--- src/rtl/stopwatch_pkg.sv ---
// Shared types, constants and BCD helpers for the stopwatch/timer datapath.
// mmss_t packs {min10, min1, sec10, sec1}. The packed layout matches the
// 16-bit display word.
// mmss_inc saturates at 59:59. mmss_dec saturates at 00:00.
package stopwatch_pkg;

  typedef logic [3:0] bcd_digit_t;

  typedef struct packed {
    bcd_digit_t min10;
    bcd_digit_t min1;
    bcd_digit_t sec10;
    bcd_digit_t sec1;
  } mmss_t;

  localparam mmss_t MMSS_ZERO = 16'h0000;
  localparam mmss_t MMSS_MAX  = 16'h5959;

  function automatic mmss_t mmss_inc(input mmss_t v);
    mmss_t r;
    r = v;
    if (v != MMSS_MAX) begin
      if (v.sec1 != 4'd9) begin
        r.sec1 = v.sec1 + 4'd1;
      end else begin
        r.sec1 = 4'd0;
        if (v.sec10 != 4'd5) begin
          r.sec10 = v.sec10 + 4'd1;
        end else begin
          r.sec10 = 4'd0;
          if (v.min1 != 4'd9) begin
            r.min1 = v.min1 + 4'd1;
          end else begin
            // min10 cannot pass 5 here because 59:59 is excluded above.
            r.min1  = 4'd0;
            r.min10 = v.min10 + 4'd1;
          end
        end
      end
    end
    return r;
  endfunction

  function automatic mmss_t mmss_dec(input mmss_t v);
    mmss_t r;
    r = v;
    if (v != MMSS_ZERO) begin
      if (v.sec1 != 4'd0) begin
        r.sec1 = v.sec1 - 4'd1;
      end else begin
        r.sec1 = 4'd9;
        if (v.sec10 != 4'd0) begin
          r.sec10 = v.sec10 - 4'd1;
        end else begin
          r.sec10 = 4'd5;
          if (v.min1 != 4'd0) begin
            r.min1 = v.min1 - 4'd1;
          end else begin
            r.min1  = 4'd9;
            r.min10 = v.min10 - 4'd1;
          end
        end
      end
    end
    return r;
  endfunction

endpackage

--- src/rtl/stopwatch_timer_core_tick_gen.sv ---
// One-second prescaler for the stopwatch/timer core.
//   clk  : system clock
//   rst  : synchronous active-high reset
//   run  : prescaler counts only while high; otherwise it is held at 0
//   tick : combinational, high on the last cycle of each TICK_DIV period while run
// Holding the count at 0 whenever run is low makes every run start with a
// full second. The first tick lands TICK_DIV cycles after run rises.
module tick_gen #(
  parameter int TICK_DIV = 100_000
) (
  input  logic clk,
  input  logic rst,
  input  logic run,
  output logic tick
);

  localparam int CW = (TICK_DIV > 2) ? $clog2(TICK_DIV) : 1;
  localparam logic [CW-1:0] LAST = CW'(TICK_DIV - 1);

  logic [CW-1:0] cnt_q, cnt_d;
  logic          last;

  assign last = (cnt_q == LAST);
  assign tick = run && last;

  always_comb begin
    cnt_d = cnt_q;
    if (!run || last) begin
      cnt_d = '0;
    end else begin
      cnt_d = cnt_q + 1'b1;
    end
  end

  always_ff @(posedge clk) begin
    if (rst) begin
      cnt_q <= '0;
    end else begin
      cnt_q <= cnt_d;
    end
  end

endmodule

--- src/rtl/stopwatch_timer_core.sv ---
// Time-keeping datapath of the stopwatch/timer.
// It holds a BCD mm:ss value.
//   - Stopwatch mode counts the value up.
//   - Input mode sets it by button pulses.
//   - Timer mode counts it down, then raises the sticky time-up flag.
// Ports:
//   clk, rst          : clock, synchronous active-high reset
//   clear             : zero time, prescaler and flag
//   enable            : count up once per second
//   enable_increment  : inc_pulse adds one second
//   enable_decrement  : count down once per second
//   inc_pulse         : single-cycle button pulse
//   time_bcd          : {min10, min1, sec10, sec1}, registered
//   flag              : sticky time-up, registered
//   tick              : one-cycle pulse per applied second change, registered
module stopwatch_timer_core
  import stopwatch_pkg::*;
#(
  parameter int TICK_DIV = 100_000
) (
  input  logic        clk,
  input  logic        rst,
  input  logic        clear,
  input  logic        enable,
  input  logic        enable_increment,
  input  logic        enable_decrement,
  input  logic        inc_pulse,
  output logic [15:0] time_bcd,
  output logic        flag,
  output logic        tick
);

  mmss_t time_q, time_d;
  logic  flag_q, flag_d;
  logic  tick_q, tick_d;
  logic  run;
  logic  sec_tick;
  mmss_t time_dec;

  // Clear takes priority over the counting modes. Clear must also zero the prescaler.
  assign run = (enable_decrement || enable) && !clear;

  tick_gen #(
    .TICK_DIV (TICK_DIV)
  ) u_tick_gen (
    .clk  (clk),
    .rst  (rst),
    .run  (run),
    .tick (sec_tick)
  );

  assign time_dec = mmss_dec(time_q);

  always_comb begin
    time_d = time_q;
    flag_d = flag_q;
    tick_d = 1'b0;
    if (clear) begin
      time_d = MMSS_ZERO;
      flag_d = 1'b0;
    end else if (enable_decrement) begin
      // Once flag is set, countdown is frozen. The prescaler keeps running with no effect.
      if (!flag_q) begin
        if (time_q == MMSS_ZERO) begin
          flag_d = 1'b1;
        end else if (sec_tick) begin
          time_d = time_dec;
          tick_d = 1'b1;
          if (time_dec == MMSS_ZERO) begin
            flag_d = 1'b1;
          end
        end
      end
    end else if (enable) begin
      if (sec_tick && time_q != MMSS_MAX) begin
        time_d = mmss_inc(time_q);
        tick_d = 1'b1;
      end
    end else if (enable_increment && inc_pulse) begin
      time_d = mmss_inc(time_q);
    end
  end

  always_ff @(posedge clk) begin
    if (rst) begin
      time_q <= MMSS_ZERO;
      flag_q <= 1'b0;
      tick_q <= 1'b0;
    end else begin
      time_q <= time_d;
      flag_q <= flag_d;
      tick_q <= tick_d;
    end
  end

  assign time_bcd = time_q;
  assign flag     = flag_q;
  assign tick     = tick_q;

endmodule

--- config.mk ---
export PLATFORM = sky130hd
export DESIGN_NAME = stopwatch_timer_core
export DESIGN_NICKNAME = d
export VERILOG_FILES = /design/src/rtl/stopwatch_pkg.sv /design/src/rtl/stopwatch_timer_core_tick_gen.sv /design/src/rtl/stopwatch_timer_core.sv
export SDC_FILE = /design/constraint.sdc
export NUM_CORES = 1
export LEC_CHECK = 0
export BUFFER_PORTS_ARGS = -buffer_cell sky130_fd_sc_hd__buf_2
export CAP_MARGIN = 20
export CORE_MARGIN = 2
export CORE_UTILIZATION = 44
export DETAILED_ROUTE_END_ITERATION = 10
export PLACE_DENSITY = 0.74
export RECOVER_POWER = 25
export SYNTH_ARGS = -nofsm -noshare
export SYNTH_HDL_FRONTEND = slang
export SYNTH_SLANG_ARGS = --single-unit
--- constraint.sdc ---
create_clock -name clk -period 2.9 [get_ports clk]
set_input_delay 0.58 -clock clk [delete_from_list [all_inputs] [get_ports clk]]
set_output_delay 0.58 -clock clk [all_outputs]
set_load 0.005 [all_outputs]
==> Yosys cells after proc, flatten, opt, wreduce, memory -nomap -nowiden <==
Cells that the tools add are included.
{ "op_classes": {"order_cmp": 0, "n_reduce_logical": 18, "eq_ne": 9, "bitwise_logic": 0, "shifts": 0, "addsub": 9, "n_mul": 0, "n_mux": 31, "n_div": 0} }
{ "op_table": {"columns": ["cell", "n"], "rows": [
  ["16-bit 2-to-1 mux", 9],
  ["16-bit zero test", 2],
  ["4-bit 2-to-1 mux", 8],
  ["12-bit 2-to-1 mux", 2],
  ["17-bit by 1-bit adder with 17-bit output (second input constant)", 1],
  ["17-bit == test (second input constant)", 1],
  ["4-bit by 1-bit adder with 4-bit output (second input constant)", 4],
  ["8-bit 2-to-1 mux", 2],
  ["16-bit by 15-bit != test with 1-bit output (second input constant)", 1],
  ["16-bit nonzero test", 1],
  ["4-bit by 1-bit subtractor with 4-bit output (second input constant)", 4],
  ["4-bit nonzero test", 3],
  ["1-bit 2-to-1 mux", 10],
  ["4-bit != test (second input constant)", 2],
  ["5-bit AND reduction", 1],
  ["1-bit logical AND", 4],
  ["2-bit != test (second input constant)", 2],
  ["4-bit by 3-bit != test with 1-bit output (second input constant)", 1],
  ["2-bit OR reduction", 2],
  ["3-bit by 1-bit != test with 1-bit output (second input constant)", 1],
  ["3-bit nonzero test", 1],
  ["1-bit zero test", 2],
  ["1-bit logical OR", 2],
  ["2-bit by 1-bit != test with 1-bit output (second input constant)", 1]
]} }
{ "word_totals": {"latch_bits": 0, "ram_bits": 0, "out_inout_bits": 18, "n_memories": 0, "regBits": 35, "rom_bits": 0} }

==> Depth between registers and ports, before layout <==
{ "depth": {"ltp_word": 10, "mapped_depth": 10, "mapped_depth_nobuf": 8} }

==> By module <==
A second synthesis with hierarchy kept.
{ "unflattened": {"cells_unflattened": 316, "hier_area_um2": 2517.4} }
{ "modules_own_cells": {"columns": ["mod", "instances", "area_each_um2", "cells_each", "seq_area_each_um2"], "rows": [
  ["stopwatch_timer_core", 1, 1737.9, 227, 360.3],
  ["tick_gen", 1, 779.5, 89, 340.3]
]} }

==> Worst setup path after synthesis <==
Ideal clock, no wire load.
{ "synth_path": {"path_type": "flip-flop to flip-flop", "from": "register time_q, in the netlist time_bcd[13]", "to": "register time_q, in the netlist time_bcd[13]", "required_time_ps": 2821, "arrival_time_ps": 2099, "path_buffers": 1, "path_stages_with_launch": 10, "path_slack_ps": 722, "path_cell_list": "dfxtp_1 -> inv_1 -> ha_1 -> nor3b_1 -> nand4_1 -> a32o_2 -> a31oi_4 -> buf_6 -> mux2_2 -> o211ai_1"} }
{ "synth_between": {"elab_chain_len": 9} }
{ "synth_rtl": {"columns": ["item", "line_no", "text"], "rows": [
  ["start: declaration", "stopwatch_timer_core.sv:33", "mmss_t time_q, time_d;"],
  ["start signal: assignment", "stopwatch_timer_core.sv:90", "time_q <= time_d;"],
  ["4-bit by 1-bit subtractor with 4-bit output", "stopwatch_pkg.sv:60", "r.min10 = v.min10 - 4'd1;"],
  ["4-bit 2-to-1 mux", "stopwatch_pkg.sv:56", "if (v.min1 != 4'd0) begin"],
  ["8-bit 2-to-1 mux", "stopwatch_pkg.sv:52", "if (v.sec10 != 4'd0) begin"],
  ["12-bit 2-to-1 mux", "stopwatch_pkg.sv:48", "if (v.sec1 != 4'd0) begin"],
  ["16-bit 2-to-1 mux", "stopwatch_pkg.sv:47", "if (v != MMSS_ZERO) begin"],
  ["16-bit 2-to-1 mux", "stopwatch_timer_core.sv:66", "end else if (sec_tick) begin"],
  ["16-bit 2-to-1 mux", "stopwatch_timer_core.sv:64", "if (time_q == MMSS_ZERO) begin"],
  ["16-bit 2-to-1 mux", "stopwatch_timer_core.sv:63", "if (!flag_q) begin"],
  ["16-bit 2-to-1 mux", "stopwatch_timer_core.sv:61", "end else if (enable_decrement) begin"]
]} }
Several ways; a longest one is shown, not always the timed one. The select of a mux whose other input is x is not followed.
A chain may end at the register's enable or synchronous reset.

==> Worst setup path in the final report <==
{ "layout_path": {"from": "register time_q, in the netlist time_bcd[13]", "to": "register time_q, in the netlist time_bcd[6]"} }
{ "layout_between": {"elab_chain_len": 6} }
{ "layout_rtl": {"columns": ["item", "line_no"], "rows": [
  ["16-bit nonzero test", "stopwatch_pkg.sv:47"],
  ["16-bit 2-to-1 mux", "stopwatch_pkg.sv:47"],
  ["16-bit 2-to-1 mux", "stopwatch_timer_core.sv:66"],
  ["16-bit 2-to-1 mux", "stopwatch_timer_core.sv:64"],
  ["16-bit 2-to-1 mux", "stopwatch_timer_core.sv:63"],
  ["16-bit 2-to-1 mux", "stopwatch_timer_core.sv:61"]
]} }
Several ways; a longest one is shown, not always the timed one. The select of a mux whose other input is x is not followed.

==> metrics.log <==
INFO  metric worstMarginPinSlew = 0.576 ns
INFO  metric antenna_found_initial = 0
INFO  metric remaining_drc_errors = 0
INFO  metric die_h = 77.6 microns
INFO  metric port_buffers = 24
INFO  metric synth_seq_cells = 35
INFO  metric reg2reg_to = time_bcd[6]
INFO  metric tns = 0 ns
INFO  metric syn_avg_cell_area = 8.08 sq um
INFO  metric cp.arrival = 2.71 ns
INFO  metric number_of_post_cts_setup_repair_buffers = 0
INFO  metric power_leakage = 0.913 nW
INFO  metric gr-total-overflow = 0
INFO  metric synth_warnings = 0
INFO  metric share_of_synthesized_flip_flops_with_an_asynchronous_set_or_reset = 0
INFO  metric worst_path_max_stage_delay = 0.39 ns
INFO  metric coreArea = 0.00517 sq mm
INFO  metric regToRegSetupSlack = 0.40 ns
INFO  metric postSynth.topFlopCell = sky130_fd_sc_hd__dfxtp_1
INFO  metric avgViaCountPerCell = 5.89
INFO  metric layout_min_cycle_time = 2.50 ns
INFO  metric status = completed
INFO  metric timing_hold_violations_final = 0
INFO  metric netlist-cell-type-count = 66
INFO  metric routed_wire_length_per_instance = 14.3 microns
INFO  metric grt_pass1_wl = 9.74 mm
INFO  metric syn_area = 0.00238 sq mm
INFO  metric drt_first_iter_violations = 129
INFO  metric max_freq = 400 MHz
INFO  metric initial_core_util = 0.461
INFO  metric hpwl = 3.87 mm
INFO  metric worst-setup-path-type = register to register
INFO  metric timing.final.crit_share = 0.863
INFO  metric global_route.peak_usage_layer = met2
INFO  metric utilization = 0.505
INFO  metric final_estimated_routing_congestion_in_global_placement = 0.890
INFO  metric worst_hold_path_class = register to register
INFO  metric grt_pass1_vias = 2142
INFO  metric path_delay_family = compound AO/OA/AOI/OAI gates
INFO  metric syn-instance-count = 295
INFO  metric maximum_root_to_sink_buffer_count = 2
INFO  metric grt_util_met1 = 0.243
INFO  metric maximum_level_of_the_cts_h_tree = 2
INFO  metric fillers = 500
INFO  metric reg2reg_from = time_bcd[13]
INFO  metric worst-r2r-cell-count = 9
INFO  metric setup_violations = 0
INFO  metric crit_fanout = 13
INFO  metric syn_to_final_growth = 9.50%
INFO  metric drt_pre_antenna_iters = 4
INFO  metric grt.met3_usage = 0.0523
INFO  metric antenna_violating_nets_post_route = 0
INFO  metric antenna_cells = 0
INFO  metric tritoncts_clock_tree = yes
INFO  metric totalWireLength = 5.44 mm
INFO  metric design.die.area = 0.00602 sq mm
INFO  metric hold_path_end = u_tick_gen.cnt_q[0]
INFO  metric worstPathRequired = 3.11 ns
INFO  metric fraction_of_layout_cells_with_a_size_suffix_above_1 = 0.163
INFO  metric worst_ir_drop_vdd = 0.000326 V
INFO  metric holdCritStartpoint = u_tick_gen.cnt_q[0]
INFO  metric final-max-slew-violation-count = 0
INFO  metric postCtsHoldBufs = 0
INFO  metric worst_slew_margin_rel = 0.614
INFO  metric synth-edff-count = 0
INFO  metric global_route.usage.total = 0.197
INFO  metric critPathCaptureType = register
INFO  metric synth.net_count = 307
INFO  metric cts_repair_resize_count = 0
INFO  metric vias = 2251
INFO  metric fin_hold_ws = 0.464 ns
INFO  metric cts_num_sinks = 35
INFO  metric top_level_ports = 25
INFO  metric grt_setup_unrepaired = no
INFO  metric worstSkewPairLatency = 0.29 ns
INFO  metric chipWidth = 77.6 microns
INFO  metric globalRouteMet2Util = 0.328
INFO  metric finalClockSkew = 0.00726 ns
INFO  metric crit_path_start_kind = register
INFO  metric slowest_stage = sky130_fd_sc_hd__nor3b_1
INFO  metric clk_tree_root_cell = sky130_fd_sc_hd__clkbuf_8
INFO  metric total_power = 932 uW
INFO  metric critical_path_depth = 9
INFO  metric worstHoldPathCells = 1
INFO  metric grt_max_degree = 27
INFO  metric max-cap-violations = 0
INFO  metric crit_path_cell_trace = inv_1 -> ha_1 -> nor3b_1 -> nand4_1 -> a32o_2 -> a31oi_4 -> buf_4 -> nor4_1 -> a211oi_1
INFO  metric power_density = 357 mW/mm^2
INFO  metric clk_pin_slew = 0.08 ns
INFO  metric worst-path-buf-inv = 2
INFO  metric seq_area_frac_synth = 0.294
INFO  metric cts_inserted_buffers = 5
INFO  metric std_cell_rows = 26
INFO  metric design.final.nets = 323
## cells in the mapped netlist, types with 3 or more instances
cell type | number | area, sq um
sky130_fd_sc_hd__nor2_1 | 43 | 161
sky130_fd_sc_hd__clkbuf_1 | 9 | 33.8
sky130_fd_sc_hd__nand2_1 | 19 | 71.3
sky130_fd_sc_hd__inv_1 | 6 | 22.5
sky130_fd_sc_hd__o21ai_0 | 7 | 35.0
sky130_fd_sc_hd__dfxtp_1 | 35 | 701
sky130_fd_sc_hd__nand2b_1 | 3 | 18.8
sky130_fd_sc_hd__nor4_4 | 3 | 63.8
sky130_fd_sc_hd__nand4_1 | 8 | 50.1
sky130_fd_sc_hd__xnor2_1 | 5 | 43.8
sky130_fd_sc_hd__o31ai_1 | 7 | 52.6
sky130_fd_sc_hd__nor3_1 | 5 | 25.0
sky130_fd_sc_hd__o211ai_1 | 7 | 52.6
sky130_fd_sc_hd__and3_1 | 4 | 25.0
sky130_fd_sc_hd__nand3_1 | 14 | 70.1
sky130_fd_sc_hd__xor2_1 | 13 | 114
sky130_fd_sc_hd__buf_6 | 4 | 45.0
sky130_fd_sc_hd__a31oi_1 | 3 | 18.8
sky130_fd_sc_hd__nor4b_1 | 3 | 26.3
sky130_fd_sc_hd__or4_1 | 9 | 67.6
sky130_fd_sc_hd__a21oi_1 | 17 | 85.1
sky130_fd_sc_hd__and4_1 | 4 | 35.0
sky130_fd_sc_hd__ha_1 | 5 | 62.6
sky130_fd_sc_hd__buf_2 | 6 | 30.0
## worst max path at each step
stage            startpoint            to
3_5_place_dp   time_bcd[13]   time_bcd[6]
4_1_cts        time_bcd[12]  time_bcd[13]
6_report       time_bcd[13]   time_bcd[6]
3_3_place_gp   time_bcd[13]  time_bcd[13]
5_1_grt        time_bcd[13]   time_bcd[6]
2_1_floorplan  time_bcd[13]  time_bcd[13]
## layout make-up
cell class | instances | area, sq um | area share
Timing Repair Buffer | 30 | 161 | 0.0618
Clock buffer | 6 | 82.6 | 0.0316
Inverter | 7 | 26.3 | 0.0101
Multi-Input combinational cell | 232 | 1540 | 0.588
Clock inverter | 2 | 16.3 | 0.00623
Sequential cell | 35 | 701 | 0.268
Tap cell | 70 | 87.6 | 0.0336
## sequential cells by signal (all words and copies together), names as in the netlist
signal,count
u_tick_gen.cnt_q,17
time_bcd,16
flag,1
tick,1
## power by group
| part | switching [mW] | leakage, nW | internal [mW] |
|---|---|---|---|
| sequential | 0.00329 | 0.282 | 0.483 |
| combinational | 0.0425 | 0.583 | 0.0220 |
| clock | 0.187 | 0.0474 | 0.194 |
## cell usage in the layout, fill, tap and decap left out, types with 5 or more instances in the layout
cell                        n
sky130_fd_sc_hd__buf_2     21
sky130_fd_sc_hd__o211ai_1   7
sky130_fd_sc_hd__nor3_1     5
sky130_fd_sc_hd__xnor2_1    5
sky130_fd_sc_hd__ha_1       5
sky130_fd_sc_hd__inv_1      6
sky130_fd_sc_hd__o31ai_1    7
sky130_fd_sc_hd__nor2_1    43
sky130_fd_sc_hd__or4_1      9
sky130_fd_sc_hd__dfxtp_1   35
sky130_fd_sc_hd__o21ai_0    7
sky130_fd_sc_hd__nand2_1   19
sky130_fd_sc_hd__nand3_1   14
sky130_fd_sc_hd__buf_4      6
sky130_fd_sc_hd__nand4_1    8
sky130_fd_sc_hd__xor2_1    13
sky130_fd_sc_hd__a21oi_1   17
sky130_fd_sc_hd__clkbuf_8   6
## through the flow
stage	area, sq um	cells	worst slack (ns)
after floorplan	2380	295	0.722
after global placement	2510	374	0.529
after detailed placement	2510	374	0.443
after CTS	2610	382	0.438
after global routing	2610	382	0.183
final	2610	382	0.398
## layer usage
metal	wire, microns	part of all wire
met1	2450	0.45
met2	2630	0.48
met3	275	0.051
met4	91	0.017
met5	0	0
## cells by family (layout without fill, tap and decap cells)
group	after synthesis	in the layout	synth area share
and+or+nand+nor	138	138	0.334
xor gates and xnor gates	18	18	0.0661
DFF	35	35	0.294
muxes	3	3	0.0131
buffers and inverters	28	45	0.0619
AOI/OAI and AO/OA	68	68	0.204
adders and majority gates	5	5	0.0262
Note: power is estimated with default switching activity, not from simulation.
